===== src/rtl/mem_master_ctrl_pkg.sv =====
// Shared types and constants for the memory master controller and the Memory block.
// Optional macro MEM_READBACK_CHECK_EN adds the write read-back verify states.
package mem_ctrl_pkg;

    localparam int DEF_WIDTH     = 8;
    localparam int DEF_DinLENGTH = 32;

    localparam logic OP_READ  = 1'b0;
    localparam logic OP_WRITE = 1'b1;

    typedef enum logic [2:0] {
        IDLE,
        ISSUE,
        CAPTURE,
        DONE
`ifdef MEM_READBACK_CHECK_EN
        ,
        VFY_ISSUE,
        VFY_CAPTURE
`endif
    } state_t;

endpackage


===== src/rtl/mem_master_ctrl_if.sv =====
// Request-side handshake plus Memory pin bundle for mem_master_ctrl.
// The master modport is the controller's view; slave is the datapath/Memory side.
interface mem_master_ctrl_if
    import mem_ctrl_pkg::*;
#(
    parameter int WIDTH     = DEF_WIDTH,
    parameter int DinLENGTH = DEF_DinLENGTH
);

    logic                 Req;
    logic                 Op;
    logic [WIDTH-1:0]     ReqAddr;
    logic [DinLENGTH-1:0] WrData;
    logic                 Ack;
    logic [DinLENGTH-1:0] RdData;
    logic                 Busy;
    logic                 Err;
    logic                 MemValid;
    logic                 MemR_W;
    logic [WIDTH-1:0]     MemAddr;
    logic [DinLENGTH-1:0] MemDin;
    logic [DinLENGTH-1:0] MemDout;

    modport master (
        input  Req, Op, ReqAddr, WrData, MemDout,
        output Ack, RdData, Busy, Err, MemValid, MemR_W, MemAddr, MemDin
    );

    modport slave (
        output Req, Op, ReqAddr, WrData, MemDout,
        input  Ack, RdData, Busy, Err, MemValid, MemR_W, MemAddr, MemDin
    );

endinterface


===== src/rtl/mem_master_ctrl.sv =====
// Single-request initiator for the word-addressed Memory: issue, absorb read latency, ack.
// Optional macro MEM_READBACK_CHECK_EN re-reads every write and flags mismatches on Err.
module mem_master_ctrl
    import mem_ctrl_pkg::*;
#(
    parameter int WIDTH     = DEF_WIDTH,
    parameter int DinLENGTH = DEF_DinLENGTH
) (
    input  logic              Clk,
    input  logic              Reset,
    mem_master_ctrl_if.master bus
);

    state_t               state;
    state_t               state_nxt;
    logic                 op_q;
    logic [WIDTH-1:0]     addr_q;
    logic [DinLENGTH-1:0] din_q;
    logic [DinLENGTH-1:0] rd_q;

    // State register
    always_ff @(posedge Clk or negedge Reset) begin
        if (!Reset) begin
            state <= IDLE;
        end else begin
            state <= state_nxt;
        end
    end

    // The request latch doubles as the Memory address/data drivers, so they hold between requests
    always_ff @(posedge Clk or negedge Reset) begin
        if (!Reset) begin
            op_q   <= OP_READ;
            addr_q <= '0;
            din_q  <= '0;
            rd_q   <= '0;
        end else begin
            if (state == IDLE && bus.Req) begin
                op_q   <= bus.Op;
                addr_q <= bus.ReqAddr;
                din_q  <= bus.WrData;
            end
            if (state == CAPTURE) begin
                rd_q <= bus.MemDout;
            end
        end
    end

`ifdef MEM_READBACK_CHECK_EN
    logic err_q;

    always_ff @(posedge Clk or negedge Reset) begin
        if (!Reset) begin
            err_q <= 1'b0;
        end else if (state == VFY_CAPTURE) begin
            err_q <= (bus.MemDout != din_q);
        end else if (state == IDLE) begin
            err_q <= 1'b0;
        end
    end
`endif

    // Next-state logic
    always_comb begin
        state_nxt = state;
        case (state)
            IDLE:        if (bus.Req) state_nxt = ISSUE;
            ISSUE: begin
                if (op_q == OP_WRITE) begin
`ifdef MEM_READBACK_CHECK_EN
                    state_nxt = VFY_ISSUE;
`else
                    state_nxt = DONE;
`endif
                end else begin
                    state_nxt = CAPTURE;
                end
            end
            CAPTURE:     state_nxt = DONE;
`ifdef MEM_READBACK_CHECK_EN
            VFY_ISSUE:   state_nxt = VFY_CAPTURE;
            VFY_CAPTURE: state_nxt = DONE;
`endif
            DONE:        state_nxt = IDLE;
            default:     state_nxt = IDLE;
        endcase
    end

    // Output decode
    always_comb begin
        bus.MemValid = 1'b0;
        bus.MemR_W   = 1'b0;
        bus.Ack      = 1'b0;
        bus.Err      = 1'b0;
        bus.Busy     = (state != IDLE);
        case (state)
            ISSUE: begin
                bus.MemValid = 1'b1;
                bus.MemR_W   = op_q;
            end
`ifdef MEM_READBACK_CHECK_EN
            VFY_ISSUE: begin
                bus.MemValid = 1'b1;
                bus.MemR_W   = OP_READ;
            end
`endif
            DONE: begin
                bus.Ack = 1'b1;
`ifdef MEM_READBACK_CHECK_EN
                bus.Err = err_q;
`endif
            end
            default: begin
                bus.MemValid = 1'b0;
            end
        endcase
    end

    assign bus.MemAddr = addr_q;
    assign bus.MemDin  = din_q;
    assign bus.RdData  = rd_q;

endmodule


===== src/flat_wrapper.sv =====
// flat-port wrapper written by rule: the top's interface ports become plain ports
module mem_master_ctrl_flat import mem_ctrl_pkg::*;
#(
    parameter int WIDTH     = DEF_WIDTH,
    parameter int DinLENGTH = DEF_DinLENGTH
)
  (Clk, Reset, bus_Req, bus_Op, bus_ReqAddr, bus_WrData, bus_MemDout, bus_Ack, bus_RdData, bus_Busy, bus_Err, bus_MemValid, bus_MemR_W, bus_MemAddr, bus_MemDin);
  mem_master_ctrl_if #(.WIDTH(WIDTH), .DinLENGTH(DinLENGTH)) bus_i ();
  input  logic Clk;
  input  logic Reset;
  input wire logic [$bits(bus_i.Req)-1:0] bus_Req;
  input wire logic [$bits(bus_i.Op)-1:0] bus_Op;
  input wire logic [$bits(bus_i.ReqAddr)-1:0] bus_ReqAddr;
  input wire logic [$bits(bus_i.WrData)-1:0] bus_WrData;
  input wire logic [$bits(bus_i.MemDout)-1:0] bus_MemDout;
  output wire logic [$bits(bus_i.Ack)-1:0] bus_Ack;
  output wire logic [$bits(bus_i.RdData)-1:0] bus_RdData;
  output wire logic [$bits(bus_i.Busy)-1:0] bus_Busy;
  output wire logic [$bits(bus_i.Err)-1:0] bus_Err;
  output wire logic [$bits(bus_i.MemValid)-1:0] bus_MemValid;
  output wire logic [$bits(bus_i.MemR_W)-1:0] bus_MemR_W;
  output wire logic [$bits(bus_i.MemAddr)-1:0] bus_MemAddr;
  output wire logic [$bits(bus_i.MemDin)-1:0] bus_MemDin;
  assign bus_i.Req = bus_Req;
  assign bus_i.Op = bus_Op;
  assign bus_i.ReqAddr = bus_ReqAddr;
  assign bus_i.WrData = bus_WrData;
  assign bus_i.MemDout = bus_MemDout;
  assign bus_Ack = bus_i.Ack;
  assign bus_RdData = bus_i.RdData;
  assign bus_Busy = bus_i.Busy;
  assign bus_Err = bus_i.Err;
  assign bus_MemValid = bus_i.MemValid;
  assign bus_MemR_W = bus_i.MemR_W;
  assign bus_MemAddr = bus_i.MemAddr;
  assign bus_MemDin = bus_i.MemDin;
  mem_master_ctrl #(.WIDTH(WIDTH), .DinLENGTH(DinLENGTH)) u_core (.Clk(Clk), .Reset(Reset), .bus(bus_i));
endmodule

===== config.mk =====
export PLATFORM = sky130hd
export DESIGN_NAME = mem_master_ctrl_flat
export DESIGN_NICKNAME = d
export VERILOG_FILES = /design/src/rtl/mem_master_ctrl_pkg.sv /design/src/rtl/mem_master_ctrl_if.sv /design/src/rtl/mem_master_ctrl.sv /design/src/flat_wrapper.sv
export SDC_FILE = /design/constraint.sdc
export NUM_CORES = 1
export LEC_CHECK = 0
export CAP_MARGIN = 20
export CORE_UTILIZATION = 30
export CTS_BUF_LIST = sky130_fd_sc_hd__clkbuf_8
export DETAILED_ROUTE_END_ITERATION = 6
export PLACE_DENSITY = 0.66
export SLEW_MARGIN = 5
export SYNTH_ARGS = -nofsm -noshare
export SYNTH_HDL_FRONTEND = slang
export SYNTH_SLANG_ARGS = --single-unit

===== constraint.sdc =====
create_clock -name Clk -period 1.99 [get_ports Clk]
set_input_delay 0.597 -clock Clk [delete_from_list [all_inputs] [get_ports Clk]]
set_output_delay 0.597 -clock Clk [all_outputs]
set_load 0.05 [all_outputs]

== After elaboration in Yosys (flattened, before gate mapping) ==
Index checks and enable logic that the tools add are counted.
Operators by class
  equal/unequal tests: 4
  muxes and demuxes: 6
  reduce and logical (&&, ||, !) cells: 3
Operators by type and width (count)
  $pmux W3 S3: 1
  $eq A3 B2 Y1 const B: 2
  $mux W1: 4
  $eq A3 B1 Y1 const B: 1
  $logic_not A3 Y1: 1
  $mux W3: 1
  $reduce_bool A3 Y1: 1
  $ne A2 B2 Y1 const B: 1
  $logic_and A1 B1 Y1: 1
Storage, ports and cells
  flip-flop bits (word level): 76
  input bits: 76

== Longest topological paths before layout ==
Gate-level depths: netlist of run 1.
  depth in word-level cells: 2
  depth in mapped cells: 6

== Least setup slack after synthesis of run 1 ==
Ideal clock, no wire load.
  path type: reg-to-output
  from: register u_core.state[1]
  to: output port bus_MemR_W
  data arrival time: 1.444 ns
  path slack: -0.051 ns
  stages on the path, launching flop included: 4
  buffers on the path: 0
  path through: dfrtp_1 -> inv_1 -> ha_1 -> and2_1
Between the ends
  longest elaborated chain between the ends: 2
RTL lines
  start: declaration: line mem_master_ctrl.sv:14  | state_t state;
  start signal: assignment: line mem_master_ctrl.sv:26  | state <= state_nxt;
  $eq A3 B1 Y1: line mem_master_ctrl.sv:96  | case (state)
  $mux W1: line mem_master_ctrl.sv:96
  end: declaration: line flat_wrapper.sv:21  | output wire logic [$bits(bus_i.MemR_W)-1:0] bus_MemR_W;
Every way passes these cells.

== Worst setup path in the final report of run 1 ==
  from: register u_core.state[0]
  to: output port bus_MemR_W
Same word-level chain as after synthesis.

==> impl_metrics.toml, run 1 <==
[run_status]
status = "complete, no violations"

[cells_and_area]
num_antenna_cells = 0
drive_above_1_share_pct = 51.9
final_cell_mix = "buf_4 (77), dfrtp_1 (75), clkdlybuf4s50_1 (74)"
synthToLayoutAreaGrowth_pct = 57.0
nets = 412
layout_commonest_cell = "buf_4"

[flow_run]
cap_viol_max_count = 0

[synthesis]
syn-num-nets = 252
syn_area_per_cell_sq_um = 17.7
synth.distinct_cells = 15
synth-seq-area-share_pct = 61.8
yosys_warnings = 0
ys_ff_latch = 75
synth_cells = 172
synth_area_sq_mm = 0.00304

[drt]
via_count = 1973
drtAntennaViolNets = 0
dr.first_iter.drc_count = 46
drc = 0
drt-total-wl_mm = 6.56
viasPerCell = 4.20
wl_per_cell_um = 13.9
dr.pass1.iters = 4

[worst_setup_path]
arrival_ns = 1.35
endpoint_kind = "output pin"
startpoint_type = "flip-flop"
worstPathRequired_ns = 1.39
cp_slowest_stage_delay_ns = 0.42
cpMaxStageDelayCell = "dfrtp_1"
path_delay_family = "flip-flops"
path_cells = "ha_2 > and2_2 > buf_12"
crit_fanout = 4
cp_num_buf_inv = 1
worstSetupPathType = "reg2out"

[clock_tree]
clk_pin_slew_worst_paths_ns = 0.08
clk_latency_ns = 0.34
max-clock-path-buffers = 2
cts-htree-levels = 3
cts_tree = "done"
root_buffer = "clkbuf_8"
cts_made_buffers = 9
clock-sinks = 75

[sta]
finalCritPeriodShare_pct = 97.7
finalSetupViolations = 0
grt_setup_unrepaired = "yes"
slew_violations = 0
hold_violations = 0
setup-tns-final_ns = 0
finClkSkew_ns = 0.0103
max_freq_mhz = 514
fin_crit_ns = 1.94

[floorplan]
ios = 153
die_y_um = 103
rows = 36
die_w_um = 103
dieArea_sq_mm = 0.0105
core_sq_mm = 0.00977
initial_core_util_pct = 31.1

[placed_design]
io_buffers = 151
gp_congestion = 0.634
dpl.hpwl_mm = 4.70

[grt]
grt_pass1_vias = 2030
antenna_found_initial = 0
grt.overflow.total = 0
grt_pass1_wl_mm = 9.94
grt_max_degree = 76
grt_usage_pct = 12.7

[min_path]
hold_class = "in2async"
layer usage:
metal | global-route usage (%) | vias up | wire (um)
met4 | 7.58 | 0 | 138
li1 | - | 919 | -
met3 | 3.59 | 11 | 483
met5 | 0 | - | 0
met2 | 20.3 | 83 | 3190
met1 | 15.3 | 960 | 2750
final cells by class:
cell class                 count  area, sq um
clock inverter                 5         21.3
sequential                    75         1880
tap                          133          166
timing repair buffer         158         1460
fill                         847         5000
inverter                       3         11.3
multi-input combinational     85         1080
clock buffer                  11          151
synth_stat cells:
| master | number | share of area [%] |
|---|---|---|
| a211oi_1 | 1 | 0.25 |
| and2_1 | 1 | 0.21 |
| buf_2 | 4 | 0.66 |
| buf_4 | 1 | 0.25 |
| buf_6 | 4 | 1.5 |
| conb_1 | 1 | 0.12 |
| dfrtp_1 | 75 | 62 |
| ha_1 | 4 | 1.6 |
| inv_1 | 3 | 0.37 |
| mux2_2 | 34 | 13 |
| mux2_4 | 40 | 20 |
| nand2_2 | 1 | 0.21 |
| nand3b_1 | 1 | 0.25 |
| nor2b_1 | 1 | 0.21 |
| o31ai_1 | 1 | 0.25 |
what timing repair did:
| action | CTS | global route |
|---|---|---|
| buffers inserted | 1 | 1 |
| gates resized for setup | 1 | 1 |
| endpoints found under the setup margin | 1 | 2 |
| hold buffers | 0 | 0 |
cell families after synthesis:
kind of cell | share of synthesized area, %
buffers and inverters | 2.76
other | 0.123
DFF | 61.8
muxes | 32.4
and+or+nand+nor | 0.865
AOI/OAI and AO/OA | 0.494
adders and majority gates | 1.65
metrics by stage:
stage	setup WS, ns	utilization, %	hold WS, ns	cell area (sq um)	cells
after floorplan	0.0594	-	0.301	3040	172
after global placement	0.111	46.8	0.490	4580	452
after detailed placement	0.0953	46.8	0.497	4580	452
after CTS	0.0121	48.7	0.268	4760	469
after global routing	-0.0296	48.8	0.266	4770	470
final	0.0456	48.8	0.245	4770	470
final timing paths:
| kind | start | slack (ns) | end | cells past startpoint |
|---|---|---|---|---|
| min in group Clk | u_core.bus.RdData[0] | 0.51 | u_core.bus.RdData[0] | 1 |
| min | Reset | 0.25 | u_core.bus.MemDin[15] | 2 |
| max | u_core.state[0] | 0.05 | bus_MemR_W | 3 |
| min reg2reg | u_core.bus.RdData[0] | 0.51 | u_core.bus.RdData[0] | 1 |
| max in group asynchronous | Reset | 1.39 | u_core.bus.MemDin[1] | 2 |
| max reg2reg | u_core.state[0] | 0.46 | u_core.bus.MemDin[23] | 5 |
state kept, by name, indices dropped and copies added (netlist names):
name,flops
u_core.op_q,1
u_core.state,2
u_core.bus.RdData,32
u_core.bus.MemDin,32
u_core.bus.MemAddr,8
Power of run 1 is not shown: default switching activity piles up to over one toggle a cycle in this logic, so the estimate is an artifact.
==> run 2: changes to the inputs <==
- REMOVE_ABC_BUFFERS: unset -> 1
==> run 2 against run 1 <==
Effect of this change: final cell count down 0.43%; critical path type unchanged; wire length down 4.0%; non-clock buffer count down 2; largest cell class unchanged; count of clock-buffer cells in the layout down 2; register-to-register slack about the same; via count down 0.46%; first-iteration DRC count up 17%.
==> impl_metrics.toml, run 2 (synthesis gave the netlist of run 1 again) <==
[clock_tree]
clk_pin_slew_worst_paths_ns = 0.09
max-clock-path-buffers = 2
root_buffer = "clkbuf_8"
cts_made_buffers = 9
clk_latency_ns = 0.34
clock-sinks = 75
cts_tree = "done"
cts-htree-levels = 3

[worst_setup_path]
path_delay_family = "flip-flops"
cp_slowest_stage_delay_ns = 0.46
worstPathRequired_ns = 1.39
cp_num_buf_inv = 1
worstSetupPathType = "reg2out"
endpoint_kind = "output pin"
startpoint_type = "flip-flop"
path_cells = "ha_4 > and2_1 > buf_12"
cpMaxStageDelayCell = "dfrtp_2"
crit_fanout = 4
arrival_ns = 1.32

[cells_and_area]
regArea_sq_mm = 0.00188
final_cell_mix = "buf_4 (75), clkdlybuf4s50_1 (74), dfrtp_1 (74)"
layout_commonest_cell = "buf_4"
nets = 410
drive_above_1_share_pct = 53.1
synthToLayoutAreaGrowth_pct = 59.6
multi_input_area_sq_mm = 0.00110
n_fill_cell = 876
final_cell_area_sq_mm = 0.00485
num_antenna_cells = 0

[sta]
finalCritPeriodShare_pct = 96.3
fin_crit_ns = 1.92
finalSetupViolations = 0
grt_setup_unrepaired = "no"
hold_violations = 0
finClkSkew_ns = 0.0109
slew_violations = 0
max_freq_mhz = 522
finalWorstSetupSlack_ns = 0.0744
setup-tns-final_ns = 0

[grt]
grt_pass1_wl_mm = 9.43
grt_pass1_vias = 1964
grt_usage_pct = 12.0
grt_max_degree = 76
antenna_found_initial = 0
grtUsageMet3_pct = 4.81
gr-usage-met2_pct = 19.0
grt_busiest_layer = "met2"
grtUsageMet1_pct = 14.2
grt.overflow.total = 0

[drt]
dr.first_iter.drc_count = 54
drtAntennaViolNets = 0
dr.pass1.iters = 3
viasPerCell = 4.20
wl_per_cell_um = 13.5
via_count = 1964
drc = 0
drt-total-wl_mm = 6.30

[min_path]
hold_class = "in2async"

[placed_design]
placed_cell_area_sq_mm = 0.00457
dpl.hpwl_mm = 4.46
pre_cts_slack_ns = 0.0859
gp_congestion = 0.635
io_buffers = 151

[floorplan]
initial_core_util_pct = 31.1
ios = 153
dieArea_sq_mm = 0.0105
die_w_um = 103
rows = 36
die_y_um = 103
core_sq_mm = 0.00977

[run_status]
status = "complete, no violations"

[flow_run]
cap_viol_max_count = 0
## run 2: changes by cell type in the layout (fill, tap and decap cells not counted), sizes merged
cell      before  now
bufinv         0    3
clkbuf        11    9
inv            6    5
buf           84   82
clkinv         2    1
clkinvlp       0    1
## run 2: what timing repair did
item	in CTS	in global routing
cloned	0	0
gates resized for setup	2	5
setup buffers	1	0
hold buffers	0	0
setup endpoints to repair	2	2
## run 2: layout make-up
class,instances,share of cell area (%)
clock buffers,9,2.55
clock inverters,7,2.55
inverters,3,0.232
multi-input cells,85,22.7
flip-flops and latches,75,38.7
well taps,133,3.43
repair buffers,156,29.8
## run 2: final timing paths
kind                                       start                    end  slack [ns]  depth (start not counted)
setup reg to reg                 u_core.state[0]  u_core.bus.RdData[13]        0.46                          4
hold reg to reg            u_core.bus.RdData[18]  u_core.bus.RdData[18]        0.51                          1
min in group Clk           u_core.bus.RdData[18]  u_core.bus.RdData[18]        0.51                          1
max in group asynchronous                  Reset  u_core.bus.MemDin[24]        1.42                          2
hold / removal                             Reset  u_core.bus.RdData[12]        0.26                          2
setup / recovery                 u_core.state[0]             bus_MemR_W        0.07                          3
## run 2: layer usage
metal	up-vias	share of wire (%)
li1	908	-
met1	939	43
met2	108	45
met3	9	11
met4	0	1.4
met5	-	0
## run 2: per-stage QoR
stage / util [%] / std cells / hold slack, ns
final: 49.6 / 468 / 0.257
after global routing: 49.6 / 468 / 0.271
after CTS: 49.4 / 468 / 0.263
after detailed placement: 46.7 / 451 / 0.496
after global placement: 46.7 / 451 / 0.490
after floorplan: - / 163 / 0.301
Power of run 2 is left out for the same reason.
